`src/rtl/rx_echo_fifo.sv`:
```
// ---------------------------------------------------------------------------
// rx_echo_fifo
//
// Buffer stage in the UART echo path between rx_rs232 and tx_rs232. Every
// byte the receiver completes is queued in a small FIFO. The head byte is
// handed to the transmitter REPEAT times, with GAP_CYCLES idle clocks
// after each transmission completes. Bytes that arrive back to back are
// queued instead of being lost.
//
// Parameters:
//   DATA_WIDTH  byte width
//   DEPTH       FIFO entries (power of 2, >= 2)
//   REPEAT      transmissions per byte (>= 1)
//   GAP_CYCLES  idle clocks after each tx_done before the next tx_en (>= 1)
//
// Ports:
//   clk_i        system clock
//   reset_ni     asynchronous reset, active low
//   flush_i      synchronous clear, active high
//   rx_data_i    received byte
//   rx_done_i    receiver byte-complete flag (rising edge used)
//   tx_busy_i    transmitter busy flag
//   tx_done_i    transmitter frame-complete flag (rising edge used)
//   tx_data_o    byte presented to the transmitter
//   tx_en_o      one-cycle transmit start strobe
//   count_o      FIFO occupancy
//   empty_o      occupancy is zero
//   full_o       occupancy is DEPTH
//   overflow_o   sticky: a received byte was dropped
//   rep_idx_o    repetition index of the byte being echoed
// ---------------------------------------------------------------------------
module rx_echo_fifo #(
    parameter int DATA_WIDTH = 8,
    parameter int DEPTH      = 8,
    parameter int REPEAT     = 4,
    parameter int GAP_CYCLES = 50_000_000
) (
    input  logic                          clk_i,
    input  logic                          reset_ni,
    input  logic                          flush_i,
    input  logic [DATA_WIDTH-1:0]         rx_data_i,
    input  logic                          rx_done_i,
    input  logic                          tx_busy_i,
    input  logic                          tx_done_i,
    output logic [DATA_WIDTH-1:0]         tx_data_o,
    output logic                          tx_en_o,
    output logic [$clog2(DEPTH):0]        count_o,
    output logic                          empty_o,
    output logic                          full_o,
    output logic                          overflow_o,
    output logic [$clog2(REPEAT+1)-1:0]   rep_idx_o
);

    localparam int AW = $clog2(DEPTH);
    localparam int CW = AW + 1;
    localparam int RW = $clog2(REPEAT + 1);
    localparam int GW = $clog2(GAP_CYCLES + 1);

    localparam logic [CW-1:0] COUNT_FULL = CW'(DEPTH);
    localparam logic [RW-1:0] REP_LAST   = RW'(REPEAT - 1);
    localparam logic [GW-1:0] GAP_LAST   = GW'(GAP_CYCLES - 1);

    localparam logic [2:0] S_IDLE      = 3'd0;
    localparam logic [2:0] S_LOAD      = 3'd1;
    localparam logic [2:0] S_START     = 3'd2;
    localparam logic [2:0] S_WAIT_DONE = 3'd3;
    localparam logic [2:0] S_GAP       = 3'd4;
    localparam logic [2:0] S_POP       = 3'd5;

    // Storage
    logic [DATA_WIDTH-1:0] mem_q [DEPTH];

    // FIFO bookkeeping
    logic [AW-1:0]         wrPtr_q,    wrPtr_d;
    logic [AW-1:0]         rdPtr_q,    rdPtr_d;
    logic [CW-1:0]         count_q,    count_d;
    logic                  empty_q,    empty_d;
    logic                  full_q,     full_d;
    logic                  overflow_q, overflow_d;

    // Echo sequencer
    logic [2:0]            state_q,    state_d;
    logic [RW-1:0]         repIdx_q,   repIdx_d;
    logic [GW-1:0]         gapCnt_q,   gapCnt_d;
    logic [DATA_WIDTH-1:0] txData_q,   txData_d;

    // Edge detection
    logic                  rxDonePrev_q;
    logic                  txDonePrev_q;
    logic                  rxEvt;
    logic                  txEvt;

    logic                  popEn;
    logic                  pushEn;
    logic                  dropEn;

    // The receiver may hold its done flag high for many clocks, so only the
    // rising edge counts as a new byte. Same for the transmitter's done flag.
    assign rxEvt = rx_done_i & ~rxDonePrev_q;
    assign txEvt = tx_done_i & ~txDonePrev_q;

    // A pop frees a slot in the same cycle, so a push arriving while full is
    // still accepted when the sequencer is popping. Flush discards both.
    assign popEn  = (state_q == S_POP) && !flush_i;
    assign pushEn = rxEvt && !flush_i && (!full_q || popEn);
    assign dropEn = rxEvt && !flush_i && full_q && !popEn;

    // Pointer, occupancy and overflow next-state.
    always_comb begin
        wrPtr_d    = wrPtr_q;
        rdPtr_d    = rdPtr_q;
        count_d    = count_q;
        overflow_d = overflow_q;

        if (flush_i) begin
            wrPtr_d    = '0;
            rdPtr_d    = '0;
            count_d    = '0;
            overflow_d = 1'b0;
        end else begin
            if (pushEn) begin
                wrPtr_d = wrPtr_q + AW'(1);
            end
            if (popEn) begin
                rdPtr_d = rdPtr_q + AW'(1);
            end
            if (pushEn && !popEn) begin
                count_d = count_q + CW'(1);
            end else if (!pushEn && popEn) begin
                count_d = count_q - CW'(1);
            end
            if (dropEn) begin
                overflow_d = 1'b1;
            end
        end

        empty_d = (count_d == '0);
        full_d  = (count_d == COUNT_FULL);
    end

    // Echo sequencer: load the head byte once, then cycle
    // START -> WAIT_DONE -> GAP for each repetition before popping it.
    always_comb begin
        state_d  = state_q;
        repIdx_d = repIdx_q;
        gapCnt_d = gapCnt_q;
        txData_d = txData_q;

        case (state_q)
            S_IDLE: begin
                if (!empty_q) begin
                    state_d = S_LOAD;
                end
            end

            S_LOAD: begin
                txData_d = mem_q[rdPtr_q];
                repIdx_d = '0;
                state_d  = S_START;
            end

            S_START: begin
                if (!tx_busy_i) begin
                    state_d = S_WAIT_DONE;
                end
            end

            S_WAIT_DONE: begin
                if (txEvt) begin
                    gapCnt_d = '0;
                    state_d  = S_GAP;
                end
            end

            S_GAP: begin
                if (gapCnt_q == GAP_LAST) begin
                    if (repIdx_q == REP_LAST) begin
                        state_d = S_POP;
                    end else begin
                        repIdx_d = repIdx_q + RW'(1);
                        state_d  = S_START;
                    end
                end else begin
                    gapCnt_d = gapCnt_q + GW'(1);
                end
            end

            S_POP: begin
                state_d = S_IDLE;
            end

            default: begin
                state_d = S_IDLE;
            end
        endcase

        // Flush abandons the current byte; tx_data keeps its last value and
        // any frame still in the transmitter finishes unobserved.
        if (flush_i) begin
            state_d  = S_IDLE;
            repIdx_d = '0;
        end
    end

    // The start strobe is decoded from state so that it is exactly one cycle
    // wide and drops immediately when reset is asserted.
    assign tx_en_o = (state_q == S_START) && !tx_busy_i && !flush_i;

    // State registers.
    always_ff @(posedge clk_i or negedge reset_ni) begin
        if (!reset_ni) begin
            state_q      <= S_IDLE;
            repIdx_q     <= '0;
            gapCnt_q     <= '0;
            txData_q     <= '0;
            wrPtr_q      <= '0;
            rdPtr_q      <= '0;
            count_q      <= '0;
            empty_q      <= 1'b1;
            full_q       <= 1'b0;
            overflow_q   <= 1'b0;
            rxDonePrev_q <= 1'b0;
            txDonePrev_q <= 1'b0;
        end else begin
            state_q      <= state_d;
            repIdx_q     <= repIdx_d;
            gapCnt_q     <= gapCnt_d;
            txData_q     <= txData_d;
            wrPtr_q      <= wrPtr_d;
            rdPtr_q      <= rdPtr_d;
            count_q      <= count_d;
            empty_q      <= empty_d;
            full_q       <= full_d;
            overflow_q   <= overflow_d;
            rxDonePrev_q <= rx_done_i;
            txDonePrev_q <= tx_done_i;
        end
    end

    // Storage array has no reset; pointers and count define validity.
    always_ff @(posedge clk_i) begin
        if (pushEn) begin
            mem_q[wrPtr_q] <= rx_data_i;
        end
    end

    assign tx_data_o  = txData_q;
    assign count_o    = count_q;
    assign empty_o    = empty_q;
    assign full_o     = full_q;
    assign overflow_o = overflow_q;
    assign rep_idx_o  = repIdx_q;

endmodule

```
`config.mk`:
```
export PLATFORM = sky130hd
export DESIGN_NAME = rx_echo_fifo
export DESIGN_NICKNAME = d
export VERILOG_FILES = /design/src/rtl/rx_echo_fifo.sv
export SDC_FILE = /design/constraint.sdc
export NUM_CORES = 1
export LEC_CHECK = 0
export ABC_CLOCK_PERIOD_IN_PS = 5000
export BUFFER_PORTS_ARGS = -buffer_cell sky130_fd_sc_hd__buf_2
export CORE_MARGIN = 2
export CORE_UTILIZATION = 55
export DETAILED_ROUTE_END_ITERATION = 8
export GPL_ROUTABILITY_DRIVEN = 0
export PLACE_DENSITY = 0.73
export SYNTH_ARGS = -nofsm -noshare
export SYNTH_HDL_FRONTEND = slang
export SYNTH_SLANG_ARGS = --single-unit
export TNS_END_PERCENT = 20
```
`constraint.sdc`:
```
create_clock -name clk_i -period 5 [get_ports clk_i]
set_input_delay 0.75 -clock clk_i [delete_from_list [all_inputs] [get_ports clk_i]]
set_output_delay 0.75 -clock clk_i [all_outputs]
set_load 0.005 [all_outputs]
```
==> impl_metrics.env <==
export IMPL_place_hpwl_um=6879
export IMPL_die_width_um=103.7
export IMPL_worstPathArrival_ps=3230
export IMPL_synth_top_family_by_area="simple AND/OR/NAND/NOR gates"
export IMPL_yosys_cell_count_top_type="edfxtp_1"
export IMPL_period_share_pct=61.84
export IMPL_multiInputGateArea_um2=2019
export IMPL_synth_adder_area_share_pct=1.601
export IMPL_slew_violations=0
export IMPL_yosys_warnings=0
export IMPL_grt_busiest_layer="met2"
export IMPL_wire_per_inst_um=18.11
export IMPL_fin_nets=463
export IMPL_cts_buffer_depth=2
export IMPL_yosys_area_top_type="edfxtp_1"
export IMPL_grt_use_met2_pct=33.59
export IMPL_area_delta_synth_final_pct=14.64
export IMPL_grt_pass1_wl_um=17890
export IMPL_slew_headroom_pct=15.90
export IMPL_worst_slew_pin_slew_ps=1259
export IMPL_cpPeakStageDelay_ps=970
export IMPL_synth_area_leaders="edfxtp_1, dfrtp_1, mux4_2, mux2i_1, nand2_1"
export IMPL_finalSetupViolCount=0
export IMPL_ys_seq_area_share_pct=60.30
export IMPL_grt_ovfl_total=0
export IMPL_num_rows=36
export IMPL_first_pass_iters=4
export IMPL_drv_cap=0
export IMPL_rsz0062_at_grt="false"
export IMPL_cts_tree="done"
export IMPL_die_area_um2=10760
export IMPL_worst_r2r_setup_slack_ps=1910
export IMPL_vias=3466
export IMPL_root_buffer="clkbuf_8"
export IMPL_holdBufCountCts=0
export IMPL_netlist_area_um2=5471
export IMPL_coreArea_um2=9729
export IMPL_drt_iter0_markers=172
export IMPL_tns_ps=0
export IMPL_total_power_mw=2.558
export IMPL_grt_start_max_net_pins=56
export IMPL_drive_gt1_share_pct=20.88
export IMPL_path_clk_slew_ps=60
export IMPL_vdd_drop_max_mv=0.2440
export IMPL_netlist_instances=409
export IMPL_ctsResizeCount=0
export IMPL_ios=33
export IMPL_synth_seq_cells=119
export IMPL_vias_per_cell=5.895
export IMPL_final_hold_violation_count=0
export IMPL_cts_buffers=17
export IMPL_grt_pass1_vias=3512
export IMPL_cts_post_setup_buffers_inserted=0
export IMPL_drc=0
export IMPL_synth_xor_area_share_pct=1.281
export IMPL_synth_top_area_share_pct=35.12
export IMPL_htreeDepth=4
export IMPL_worstPathCellList="nand3b_1, a211oi_2, nor2b_1, nor3b_1"
export IMPL_antenna_found_initial=0
export IMPL_regArea_um2=3299
export IMPL_insertedDiodeCount=0
export IMPL_path_max_fanout=14
export IMPL_ys_flop_type="edfxtp_1"
export IMPL_cp_end_kind="flop"
export IMPL_p_leak_nw=2.348
export IMPL_synth_mux_area_share_pct=9.902
export IMPL_clock_sinks=119
export IMPL_ys_top_cells_by_count="edfxtp_1, dfrtp_1, nand2_1, nor2_1, a21oi_1"
export IMPL_yosys_area_share_simple_pct=15.92
export IMPL_portBuffers=32
export IMPL_wirelength_um=10650
export IMPL_hold_class="input pin to async pin"
export IMPL_synth_compound_area_share_pct=8.209
export IMPL_crit_type="flop to flop"
export IMPL_fmax_mhz=323.4
export IMPL_period_minus_slack_ps=3092
export IMPL_skew_ps=9.353
export IMPL_critPathLaunchType="flop"
export IMPL_synth_cell_type_count=60
export IMPL_use_met1_pct=29.16
export IMPL_initial_core_util_pct=56.24
export IMPL_use_met3_pct=7.237
export IMPL_power_density_nw_per_um2=407.8
export IMPL_clock_latency_ps=530
export IMPL_n_fill_cell=725
export IMPL_status="completed"
export IMPL_antenna_left=0
export IMPL_async_flop_share_pct=46.22
export IMPL_synth_edf_count=64
export IMPL_grt_util_all_layers_pct=21.57
export IMPL_die_h_um=103.7
export IMPL_critPathSlowestCell="nor3b_1"
export IMPL_synth_net_count=430
export IMPL_cp_required_ps=5140
export IMPL_avgSynthCellArea_um2=13.38
[sequential cells by signal, indices dropped and copies added, names as in the netlist]
register and flops:
state_q 3, empty_o 1, gapCnt_q 26, overflow_o 1, rep_idx_o 3, wrPtr_q 3, rdPtr_q 3, mem_q 64
count_o 4, txDonePrev_q 1, tx_data_o 8, full_o 1, rxDonePrev_q 1
[cells in the final DEF, fill, tap and decap left out, types with 4 or more instances in the layout]
cell type   count
edfxtp_1       64
ha_1            7
nor3_1          4
o21a_1          5
or4_1           4
nor2_1         29
clkinvlp_4      4
inv_1           8
buf_2          33
nor2b_1         5
mux4_2         16
o21ai_1         5
nand3_1        11
dfrtp_1        54
nand2_1        30
clkbuf_16      16
mux2i_1        17
and3_1          7
and4_1          6
o21ai_0         5
nor3b_1         4
o31ai_1         4
and2_1          4
xnor2_1         5
or3_1           6
nand4_1         7
a211oi_1        4
a21oi_1        20
nand2b_1        7
[worst max-delay path: cells and delay by family (launching register included)]
kind | cells | cell delay, ps
DFF | 1 | 490
AOI/OAI and AO/OA | 1 | 460
and+or+nand+nor | 3 | 1750
[per-layer routing]
metal	up-vias	wire, um
met2	89	5148
li1	1634	-
met1	1730	4784
met3	13	587
met4	0	125
met5	-	0
[final timing paths]
path | startpoint | endpoint | depth (start not counted)
setup / recovery | state_q[1] | mem_q[0][6] | 4
hold / removal | reset_ni | gapCnt_q[15] | 2
setup reg to reg | state_q[1] | mem_q[0][6] | 4
hold reg to reg | tx_data_o[6] | tx_data_o[6] | 2
max in group asynchronous | reset_ni | gapCnt_q[23] | 2
min in group clk_i | rx_done_i | rxDonePrev_q | 1
[final cells by class]
cell class	instances	share of cell area [%]
Multi-Input combinational cell	261	32.20
Timing Repair Buffer	35	2.873
Inverter	8	0.4788
Sequential cell	119	52.60
Tap cell	133	2.653
Clock inverter	13	2.474
Clock buffer	19	6.723
[kinds of logic (layout without fill, tap and decap cells)]
| family | after synthesis | in the layout |
|---|---|---|
| AND/OR/NAND/NOR | 147 | 147 |
| multiplexers | 34 | 34 |
| flip-flops | 119 | 119 |
| AO/OA/AOI/OAI | 65 | 65 |
| adder cells (fa/ha/maj) | 7 | 7 |
| XOR/XNOR | 8 | 8 |
| buffers and inverters | 29 | 75 |
[where the power goes]
| part | switching (mW) | total, mW | internal, mW |
|---|---|---|---|
| clock network | 0.428 | 1.18 | 0.755 |
| registers | 0.0628 | 1.17 | 1.11 |
| logic | 0.111 | 0.202 | 0.0909 |
[per-stage QoR]
step | worst slack [ps] | util, % | cells | cell area (um^2) | hold WS, ps
2_1_floorplan | 2559 | - | 409 | 5472 | 454.4
4_1_cts | 1870 | 64.42 | 587 | 6267 | 346.8
3_5_place_dp | 1923 | 58.49 | 555 | 5690 | 511.9
3_3_place_gp | 1996 | 58.49 | 555 | 5690 | 492.5
6_report | 1908 | 64.47 | 588 | 6272 | 362.3
5_1_grt | 1550 | 64.47 | 588 | 6272 | 356.7
Note: power is estimated with default switching activity, not from simulation.
